--- src/rtl/key_pkg.sv ---
// Shared types and defaults for the key debouncer.
// Latency: none (declarations only); backpressure: none.
package key_pkg;

  typedef enum logic [1:0] {
    UP        = 2'd0,
    WAIT_DOWN = 2'd1,
    DOWN      = 2'd2,
    WAIT_UP   = 2'd3
  } key_state_t;

  localparam int DEF_TICK_DIV       = 50000;
  localparam int DEF_STABLE_SAMPLES = 20;

  // Index width that stays legal for a single-key build.
  function automatic int idx_w(input int n);
    return (n > 1) ? $clog2(n) : 1;
  endfunction

endpackage

--- src/rtl/key_debounce_if.sv ---
// Key pins in, debounced level/pulse/priority outputs back to the consumer.
// Latency: none (wiring only); backpressure: none, all outputs are free-running.
interface key_debounce_if #(
  parameter int NUM_KEYS = 4
) ();
  import key_pkg::*;

  localparam int IDX_W = idx_w(NUM_KEYS);

  logic [NUM_KEYS-1:0] key_in;
  logic [NUM_KEYS-1:0] key_level;
  logic [NUM_KEYS-1:0] key_press;
  logic [NUM_KEYS-1:0] key_release;
  logic                any_press;
  logic [IDX_W-1:0]    last_key;

  modport master (
    input  key_in,
    output key_level, key_press, key_release, any_press, last_key
  );

  modport slave (
    output key_in,
    input  key_level, key_press, key_release, any_press, last_key
  );
endinterface

--- src/rtl/key_debounce_fsm.sv ---
// One key: 2-flop synchroniser, tick-sampled stability FSM, registered pulses.
// Latency: 2 + TICK_DIV*STABLE_SAMPLES + 1 clk worst case; backpressure: none.
module key_debounce_fsm
  import key_pkg::*;
#(
  parameter int STABLE_SAMPLES = DEF_STABLE_SAMPLES,
  parameter bit KEY_ACTIVE_LOW = 1'b1
) (
  input  logic clk,
  input  logic rst_n,
  input  logic tick,
  input  logic key_raw,
  output logic key_level,
  output logic key_press,
  output logic key_release,
  output logic press_nxt
);

  localparam int              CNT_W    = $clog2(STABLE_SAMPLES + 1);
  localparam logic [CNT_W-1:0] CNT_LAST = CNT_W'(STABLE_SAMPLES - 1);
  localparam logic [CNT_W-1:0] CNT_MAX  = CNT_W'(STABLE_SAMPLES);
  localparam logic             IDLE_LVL = KEY_ACTIVE_LOW;

  logic             sync1_q, sync1_d;
  logic             sync2_q, sync2_d;
  key_state_t       state_q, state_d;
  logic [CNT_W-1:0] cnt_q, cnt_d;
  logic             level_q, level_d;
  logic             press_q, press_d;
  logic             release_q, release_d;
  logic             sample;

  always_ff @(posedge clk) begin
    if (!rst_n) begin
      sync1_q   <= IDLE_LVL;
      sync2_q   <= IDLE_LVL;
      state_q   <= UP;
      cnt_q     <= '0;
      level_q   <= 1'b0;
      press_q   <= 1'b0;
      release_q <= 1'b0;
    end else begin
      sync1_q   <= sync1_d;
      sync2_q   <= sync2_d;
      state_q   <= state_d;
      cnt_q     <= cnt_d;
      level_q   <= level_d;
      press_q   <= press_d;
      release_q <= release_d;
    end
  end

  always_comb begin
    sync1_d = key_raw;
    sync2_d = sync1_q;
    sample  = KEY_ACTIVE_LOW ? ~sync2_q : sync2_q;
  end

  always_comb begin
    state_d   = state_q;
    cnt_d     = cnt_q;
    level_d   = level_q;
    press_d   = 1'b0;
    release_d = 1'b0;
    if (tick) begin
      case (state_q)
        UP: begin
          if (sample) begin
            if (STABLE_SAMPLES == 1) begin
              state_d = DOWN;
              level_d = 1'b1;
              press_d = 1'b1;
            end else begin
              state_d = WAIT_DOWN;
              cnt_d   = CNT_W'(1);
            end
          end
        end
        WAIT_DOWN: begin
          if (!sample) begin
            // Bounce: abandon the candidate press silently.
            state_d = UP;
            cnt_d   = '0;
          end else if (cnt_q == CNT_LAST) begin
            state_d = DOWN;
            cnt_d   = '0;
            level_d = 1'b1;
            press_d = 1'b1;
          end else begin
            cnt_d = (cnt_q == CNT_MAX) ? cnt_q : cnt_q + CNT_W'(1);
          end
        end
        DOWN: begin
          if (!sample) begin
            if (STABLE_SAMPLES == 1) begin
              state_d   = UP;
              level_d   = 1'b0;
              release_d = 1'b1;
            end else begin
              state_d = WAIT_UP;
              cnt_d   = CNT_W'(1);
            end
          end
        end
        WAIT_UP: begin
          if (sample) begin
            state_d = DOWN;
            cnt_d   = '0;
          end else if (cnt_q == CNT_LAST) begin
            state_d   = UP;
            cnt_d     = '0;
            level_d   = 1'b0;
            release_d = 1'b1;
          end else begin
            cnt_d = (cnt_q == CNT_MAX) ? cnt_q : cnt_q + CNT_W'(1);
          end
        end
        default: begin
          state_d = UP;
          cnt_d   = '0;
        end
      endcase
    end
  end

  assign key_level   = level_q;
  assign key_press   = press_q;
  assign key_release = release_q;
  assign press_nxt   = press_d;

endmodule

--- src/rtl/key_debounce.sv ---
// Shared sample tick, per-key debounce FSMs, any_press / last_key priority.
// Latency: 2 + TICK_DIV*STABLE_SAMPLES + 1 clk worst case; backpressure: none.
module key_debounce
  import key_pkg::*;
#(
  parameter int NUM_KEYS       = 4,
  parameter int TICK_DIV       = DEF_TICK_DIV,
  parameter int STABLE_SAMPLES = DEF_STABLE_SAMPLES,
  parameter bit KEY_ACTIVE_LOW = 1'b1
) (
  input  logic           clk,
  input  logic           rst_n,
  key_debounce_if.master kb
);

  localparam int TW    = $clog2(TICK_DIV);
  localparam int IDX_W = idx_w(NUM_KEYS);

  logic [TW-1:0]       tick_cnt_q, tick_cnt_d;
  logic                tick;
  logic [NUM_KEYS-1:0] level, press, rel, press_nxt;
  logic                any_press_q, any_press_d;
  logic [IDX_W-1:0]    last_key_q, last_key_d;

  always_ff @(posedge clk) begin
    if (!rst_n) begin
      tick_cnt_q  <= '0;
      any_press_q <= 1'b0;
      last_key_q  <= '0;
    end else begin
      tick_cnt_q  <= tick_cnt_d;
      any_press_q <= any_press_d;
      last_key_q  <= last_key_d;
    end
  end

  always_comb begin
    tick       = (tick_cnt_q == TW'(TICK_DIV - 1));
    tick_cnt_d = tick ? '0 : tick_cnt_q + TW'(1);
  end

  for (genvar i = 0; i < NUM_KEYS; i++) begin : g_key
    key_debounce_fsm #(
      .STABLE_SAMPLES (STABLE_SAMPLES),
      .KEY_ACTIVE_LOW (KEY_ACTIVE_LOW)
    ) u_fsm (
      .clk         (clk),
      .rst_n       (rst_n),
      .tick        (tick),
      .key_raw     (kb.key_in[i]),
      .key_level   (level[i]),
      .key_press   (press[i]),
      .key_release (rel[i]),
      .press_nxt   (press_nxt[i])
    );
  end

  // Built from next-cycle press flags so any_press/last_key land with key_press.
  always_comb begin
    any_press_d = |press_nxt;
    last_key_d  = last_key_q;
    for (int i = NUM_KEYS - 1; i >= 0; i--) begin
      if (press_nxt[i]) last_key_d = IDX_W'(i);
    end
  end

  assign kb.key_level   = level;
  assign kb.key_press   = press;
  assign kb.key_release = rel;
  assign kb.any_press   = any_press_q;
  assign kb.last_key    = last_key_q;

endmodule

--- src/flat_wrapper.sv ---
// flat-port wrapper written by rule: the top's interface ports become plain ports
module key_debounce_flat import key_pkg::*;
#(
  parameter int NUM_KEYS       = 4,
  parameter int TICK_DIV       = DEF_TICK_DIV,
  parameter int STABLE_SAMPLES = DEF_STABLE_SAMPLES,
  parameter bit KEY_ACTIVE_LOW = 1'b1
)
  (clk, rst_n, kb_key_in, kb_key_level, kb_key_press, kb_key_release, kb_any_press, kb_last_key);
  key_debounce_if #(.NUM_KEYS(NUM_KEYS)) kb_i ();
  input  logic clk;
  input  logic rst_n;
  input wire logic [$bits(kb_i.key_in)-1:0] kb_key_in;
  output wire logic [$bits(kb_i.key_level)-1:0] kb_key_level;
  output wire logic [$bits(kb_i.key_press)-1:0] kb_key_press;
  output wire logic [$bits(kb_i.key_release)-1:0] kb_key_release;
  output wire logic [$bits(kb_i.any_press)-1:0] kb_any_press;
  output wire logic [$bits(kb_i.last_key)-1:0] kb_last_key;
  assign kb_i.key_in = kb_key_in;
  assign kb_key_level = kb_i.key_level;
  assign kb_key_press = kb_i.key_press;
  assign kb_key_release = kb_i.key_release;
  assign kb_any_press = kb_i.any_press;
  assign kb_last_key = kb_i.last_key;
  key_debounce #(.NUM_KEYS(NUM_KEYS), .TICK_DIV(TICK_DIV), .STABLE_SAMPLES(STABLE_SAMPLES), .KEY_ACTIVE_LOW(KEY_ACTIVE_LOW)) u_core (.clk(clk), .rst_n(rst_n), .kb(kb_i));
endmodule
--- config.mk ---
export PLATFORM = sky130hd
export DESIGN_NAME = key_debounce_flat
export DESIGN_NICKNAME = d
export VERILOG_FILES = /design/src/rtl/key_pkg.sv /design/src/rtl/key_debounce_if.sv /design/src/rtl/key_debounce_fsm.sv /design/src/rtl/key_debounce.sv /design/src/flat_wrapper.sv
export SDC_FILE = /design/constraint.sdc
export NUM_CORES = 1
export LEC_CHECK = 0
export CORE_MARGIN = 2
export CORE_UTILIZATION = 45
export DETAILED_ROUTE_END_ITERATION = 8
export DONT_BUFFER_PORTS = 1
export GPL_TIMING_DRIVEN = 0
export PLACE_DENSITY = 0.66
export SLEW_MARGIN = 30
export SYNTH_ARGS = -nofsm -noshare
export SYNTH_HDL_FRONTEND = slang
export SYNTH_SLANG_ARGS = --single-unit
--- constraint.sdc ---
create_clock -name clk -period 6.1 [get_ports clk]
set_input_delay 1.22 -clock clk [delete_from_list [all_inputs] [get_ports clk]]
set_output_delay 1.22 -clock clk [all_outputs]
set_load 0.02 [all_outputs]
==> out/results.tsv, run 1 <==
metric	value	unit
share of cells above drive strength 1	0.0941	
Slew Limit Fails	0	
total die area	7750	µm²
cell count of the worst reg-to-reg path	5	
largest area contributor in the netlist	dfxtp_1	
CP max stage delay	0.54	ns
CTS tree	yes	
root buffer cell	clkbuf_8	
io pins	21	
number of buffers added on ports	0	
vias in the first global route	2327	
GRT Total Usage	0.188	
Congestion Overflow GR	0	
Setup-failing EPs final	0	
measured slew at the worst slew-check pin	0.738	ns
number of synthesized flops with an enable pin	0	
Post-Syn Instances	378	
largest net degree at the start of global routing	11	
Synth Flop Type	dfxtp_1	
r2r setup slk	3.49	ns
total power divided by cell area	249	nW/µm²
count of final hold-check violations	0	
synthesized flop and latch total	67	
metal2 WL	3160	µm
drt drc	0	
PostCTS Resize Cnt	0	
Leak Pwr	1.21	nW
Crit Path Max Fanout	10	
Overall Power	0.000875	W
most common cell in the netlist	dfxtp_1	
core area	6830	µm²
min-delay src	u_core.g_key[2].u_fsm.sync1_q$_SDFF_PN1_	
DR WL/cell	14.0	µm
site row count	30	
Avg Vias per Cell	5.37	
met1 wire length	3160	µm
gpl congestion	0.861	
Critical Path, Cell by Cell	or4b_4, nor4_4, clkbuf_1, nand2_1, nor3_1	
area growth from synthesis to layout	10.6	%
Setup Skew	0.00779	ns
min-delay worst type	reg -> reg	
top cell type's share of synthesized area	0.422	
syn_area_per_cell	8.41	µm²
Worst VDD drop	0.115	mV
Die Span X	88.0	µm
Synth top cells by count	67 x dfxtp_1, 50 x nor2_1, 28 x a21oi_1	
CP top delay family	simple AND/OR/NAND/NOR gates	
total wire length	6830	µm
TritonRoute pass-1 iters	4	
synthesized area	3180	µm²
DRT iter0 DRCs	148	
Yosys warnings	0	
post-CTS setup buffer count	0	
Max Cap Viol	0	
Sum Neg Setup Slack	0	ns
Top Layer Used	met4	
worst skew pair latency	0.35	ns
first-pass GRT wire length	11100	µm
initial antenna violation count	0	
CP Launch Type	flip-flop	
Clock Path Buffers	2	
Crit path required time	6.37	ns
Clock Pin Slew Worst Setup and Hold Paths	0.07	ns
cts-stage hold buffer count	0	
sequential area share after synthesis	0.422	
Worst slew margin	0.501	
final net count	404	
main area contributors after synthesis	dfxtp_1 42%, nor2_1 5.9%, a21oi_1 4.4%	
CP Buf/Inv Count	1	
critical path arrival	2.88	ns
worst r2r src	u_core.tick_cnt_q[9]$_SDFF_PP0_	
hpwl dp	4680	µm
Setup crit end kind	flip-flop	
RSZ-0062 raised after global routing	no	
CTS buffer count	9	
number of library cell types mapped by synthesis	48	
Tmin final	2.61	ns
DRT antenna net count	0	
Antenna Cells	0	
die height	88.0	µm
status	completed	
Starting Density	0.465	
FMAX	383	MHz
syn_nets	393	
period utilization	0.428	
CTS H-tree depth	3	
Slowest-stage cell, CP	or4b_4	
CTS sink count	67	
worst hold stages	1	
vias	2624	
Met3 Wirelength	392	µm
WHS Endpoint	u_core.g_key[2].u_fsm.sync2_q$_SDFF_PN1_	
ys async rst share	0	
worst r2r dst	u_core.g_key[2].u_fsm.key_release$_SDFF_PN0_	
critical path class	reg -> reg	
## cell type report
| type | count | area, µm² |
|---|---|---|
| Fill cell | 659 | 3320 |
| Multi-Input combinational cell | 271 | 1650 |
| Sequential cell | 67 | 1340 |
| Clock buffer | 13 | 149 |
| Buffer | 25 | 141 |
| Tap cell | 96 | 120 |
| Clock inverter | 2 | 60.1 |
| Inverter | 15 | 56.3 |
## through the flow
step	setup slack, ns	instance area [µm²]	cells	hold slack [ns]	utilization
2_1_floorplan	3.99	3180	378	0.386	-
3_3_place_gp	3.57	3300	474	0.388	0.483
3_5_place_dp	3.57	3300	474	0.392	0.484
4_1_cts	3.54	3510	489	0.408	0.514
5_1_grt	3.33	3510	489	0.424	0.514
6_report	3.49	3510	489	0.406	0.514
## worst max path at each step
stage | slack, ns | startpoint | to | depth (start not counted)
final | 3.49 | u_core.tick_cnt_q[9]$_SDFF_PP0_ | u_core.g_key[2].u_fsm.key_release$_SDFF_PN0_ | 5
after global routing | 3.33 | u_core.tick_cnt_q[0]$_SDFF_PP0_ | u_core.g_key[0].u_fsm.key_release$_SDFF_PN0_ | 6
after CTS | 3.54 | u_core.tick_cnt_q[9]$_SDFF_PP0_ | u_core.g_key[2].u_fsm.key_release$_SDFF_PN0_ | 5
after detailed placement | 3.57 | rst_n | u_core.g_key[0].u_fsm.cnt_q[0]$_SDFFE_PN0P_ | 4
after global placement | 3.57 | rst_n | u_core.g_key[0].u_fsm.cnt_q[0]$_SDFFE_PN0P_ | 4
after floorplan | 3.99 | u_core.tick_cnt_q[7]$_SDFF_PP0_ | u_core.kb.last_key[1]$_SDFFE_PP0P_ | 5
## placed cells by master (no fill, tap or decap), types with 9 or more instances in the layout
master / count
nand4_1: 12
xnor2_1: 9
o21ai_0: 24
nor3_1: 10
inv_1: 14
buf_4: 12
clkbuf_1: 14
nand2_1: 21
dfxtp_1: 67
ha_1: 9
xor2_1: 9
a21oi_1: 28
nand3_1: 22
clkbuf_8: 10
nand2b_1: 9
nor2_1: 50
## metal layers
| layer | vias to the layer above | global-route usage |
|---|---|---|
| li1 | 1346 | - |
| met1 | 1205 | 0.246 |
| met2 | 63 | 0.288 |
| met3 | 10 | 0.0575 |
| met4 | 0 | 0.0771 |
| met5 | - | 0 |
## cell families (layout without fill, tap and decap cells)
| kind of cell | Yosys count | count (layout) | synth area share |
|---|---|---|---|
| multiplexers | 2 | 2 | 0.00630 |
| AO/OA/AOI/OAI | 76 | 76 | 0.139 |
| flip-flops | 67 | 67 | 0.422 |
| buffers and inverters | 40 | 55 | 0.0622 |
| adder cells (fa/ha/maj) | 9 | 9 | 0.0354 |
| AND/OR/NAND/NOR | 166 | 166 | 0.285 |
| XOR/XNOR | 18 | 18 | 0.0496 |
## state kept, by name, summed over array words and instances (netlist names), named ones only
| register | count |
|---|---|
| u_core.kb.last_key | 2 |
| u_core.g_key.u_fsm.key_level | 4 |
| u_core.g_key.u_fsm.sync2_q | 4 |
| u_core.tick_cnt_q | 16 |
| u_core.g_key.u_fsm.cnt_q | 20 |
| u_core.kb.any_press | 1 |
| u_core.g_key.u_fsm.state_q | 4 |
| u_core.g_key.u_fsm.key_press | 4 |
| u_core.g_key.u_fsm.sync1_q | 4 |
| u_core.g_key.u_fsm.key_release | 4 |
## power breakdown
part           switching (W)  internal [W]
Combinational      0.0000169    0.00000921
Clock               0.000161      0.000240
Sequential        0.00000469      0.000443
(Power assumes the default switching activity.)
==> run 2, diff against run 1 <==
--- a/config.mk
+++ b/config.mk
@@ -10,7 +10,7 @@
 export DETAILED_ROUTE_END_ITERATION = 8
 export DONT_BUFFER_PORTS = 1
 export GPL_TIMING_DRIVEN = 0
-export PLACE_DENSITY = 0.66
+export PLACE_DENSITY = 0.68
 export SLEW_MARGIN = 30
 export SYNTH_ARGS = -nofsm -noshare
 export SYNTH_HDL_FRONTEND = slang
==> constraint.sdc (replaced) <==
create_clock -name clk -period 2.3 [get_ports clk]
set_input_delay 0.46 -clock clk [delete_from_list [all_inputs] [get_ports clk]]
set_output_delay 0.46 -clock clk [all_outputs]
set_load 0.02 [all_outputs]
==> run 2 against run 1 <==
Sequential share of layout area is 0.46 points lower. Fmax is 15% higher. Global-route usage hardly changed. Critical endpoint is now u_core.kb.last_key[1]$_SDFFE_PP0P_. Die area stayed put. Highest routed layer unchanged. Sequential power grew to 2.7 times the previous value. Largest power group unchanged. Setup slack worse by 3.5 ns. Register-to-register slack worse by 3.5 ns. Via count is 1.8% higher. Final area is 1.3% higher. Power grew to 2.5 times the previous value. Critical path type unchanged.
==> out/results.tsv, run 2 (same netlist as run 1, synthesis figures left out) <==
metric	value	unit
area growth from synthesis to layout	12.0	%
Congestion Overflow GR	0	
Crit Path Max Fanout	10	
worst r2r dst	u_core.kb.last_key[1]$_SDFFE_PP0P_	
Setup crit end kind	flip-flop	
hpwl dp	4680	µm
CTS buffer count	9	
count of final hold-check violations	0	
commonest non-fill, non-tap cell in the layout	dfxtp_1	
GR Util met3	0.0405	
Leak Pwr	1.23	nW
part of the power in registers	0.535	
Clock Pin Slew Worst Setup and Hold Paths	0.07	ns
gpl congestion	0.888	
period utilization	0.985	
min-delay worst type	in -> reg	
most frequent cells in the layout	66 x dfxtp_1, 49 x nor2_1, 28 x a21oi_1, 24 x o21ai_0, 22 x nand3_1	
Worst slew margin	0.473	
status	completed	
Global Route met1 Usage	0.248	
Tmin final	2.26	ns
Starting Density	0.465	
GRT Total Usage	0.188	
CTS tree	yes	
busiest grt layer	met2	
Clock Path Buffers	2	
most flop-heavy register	u_core.g_key.u_fsm.cnt_q	
min-delay src	kb_key_in[2]	
vias in the first global route	2525	
DR WL/cell	13.7	µm
Net Sw Frac	0.221	
final net count	408	
vias	2672	
r2r setup slk	0.04	ns
TritonRoute pass-1 iters	4	
FMAX	442	MHz
Setup-failing EPs final	0	
critical path class	reg -> reg	
root buffer cell	clkbuf_8	
CP Launch Type	flip-flop	
WHS Endpoint	u_core.g_key[2].u_fsm.sync1_q$_SDFF_PN1_	
number of buffers added on ports	0	
Sum Neg Setup Slack	0	ns
total die area	7750	µm²
clock power share	0.433	
max FFs per register	20	
Worst VDD drop	0.330	mV
Crit path required time	2.53	ns
die height	88.0	µm
Slew Limit Fails	0	
DRT iter0 DRCs	117	
largest registers	u_core.g_key.u_fsm.cnt_q (20), u_core.tick_cnt_q (16)	
Antenna Cells	0	
final hold slack	0.212	ns
Avg Vias per Cell	5.41	
CTS sink count	67	
worst skew pair latency	0.35	ns
initial antenna violation count	0	
M2 GR Usage	0.286	
core area	6830	µm²
share of cells above drive strength 1	0.123	
cts-stage hold buffer count	0	
site row count	30	
P_int	0.00173	W
first-pass GRT wire length	11300	µm
Max Cap Viol	0	
combinational power share	0.032	
utilization after layout	0.521	
Die Span X	88.0	µm
total wire length	6790	µm
total power divided by cell area	624	nW/µm²
largest net degree at the start of global routing	11	
drt drc	0	
measured slew at the worst slew-check pin	0.784	ns
Sw Pwr	0.000491	W
CTS H-tree depth	3	
critical path arrival	2.50	ns
cell count of the worst reg-to-reg path	5	
Setup Skew	0.00697	ns
DRT antenna net count	0	
RSZ-0062 raised after global routing	yes	
worst r2r src	u_core.tick_cnt_q[7]$_SDFF_PP0_	
worst hold stages	1	
io pins	21	
==> run 2: cell count changes in the layout (fill, tap and decap cells not counted), sizes merged <==
cell    before  now
bufinv       2    1
buf         14   19
clkinv       1    2
==> run 2: worst max path at each step <==
stage / from / slack, ns / depth (start not counted) / endpoint
after floorplan: u_core.tick_cnt_q[7]$_SDFF_PP0_ / 0.19 / 5 / u_core.kb.last_key[1]$_SDFFE_PP0P_
after global placement: u_core.tick_cnt_q[9]$_SDFF_PP0_ / -0.26 / 5 / u_core.g_key[2].u_fsm.key_release$_SDFF_PN0_
after detailed placement: u_core.tick_cnt_q[9]$_SDFF_PP0_ / -0.28 / 5 / u_core.g_key[0].u_fsm.key_release$_SDFF_PN0_
after CTS: u_core.tick_cnt_q[7]$_SDFF_PP0_ / 0.02 / 5 / u_core.kb.last_key[1]$_SDFFE_PP0P_
after global routing: u_core.tick_cnt_q[5]$_SDFF_PP0_ / -0.03 / 6 / u_core.g_key[0].u_fsm.cnt_q[0]$_SDFFE_PN0P_
final: u_core.tick_cnt_q[7]$_SDFF_PP0_ / 0.04 / 5 / u_core.kb.last_key[1]$_SDFFE_PP0P_
==> run 2: routing by layer <==
metal / share of wire / vias to the layer above
met3: 0.042 / 11
li1: - / 1364
met2: 0.45 / 41
met4: 0.024 / 0
met5: 0 / -
met1: 0.49 / 1256
==> run 2: cell type report <==
| cell class | count | area [µm²] |
|---|---|---|
| fillers | 667 | 3270 |
| multi-input cells | 271 | 1670 |
| flip-flops and latches | 67 | 1340 |
| clock buffers | 14 | 153 |
| plain buffers | 25 | 149 |
| well taps | 96 | 120 |
| inverters | 15 | 56.3 |
| clock inverters | 2 | 35.0 |
| repair buffers | 4 | 30.0 |
==> run 2: critical path: stages (launching register included) <==
cell     delay (ns)
dfxtp_1        0.35
or4b_4         0.59
or4_4          0.54
buf_4          0.22
or2_2          0.31
nor3b_1        0.14
==> run 2: per-stage QoR <==
step	instance area [µm²]	setup WS [ns]	std cells	power [W]
6_report	3560	0.0354	494	0.00222
5_1_grt	3560	-0.0270	494	0.00229
4_1_cts	3510	0.0175	492	0.00224
3_5_place_dp	3300	-0.281	474	0.00129
3_3_place_gp	3300	-0.264	474	0.00128
2_1_floorplan	3180	0.186	378	0.00127
==> run 2: power by group through the flow <==
stage          Clock, W  Sequential [W]  Combinational [W]
2_1_floorplan         0         0.00121          0.0000552
3_3_place_gp          0         0.00121          0.0000689
3_5_place_dp          0         0.00122          0.0000706
4_1_cts        0.000983         0.00119          0.0000717
5_1_grt         0.00102         0.00119          0.0000818
6_report       0.000962         0.00119          0.0000721
==> run 2: what timing repair did <==
item	CTS	global route
setup endpoints to repair	32	28
pin swaps	1	1
resized for setup	4	11
setup buffers	2	2
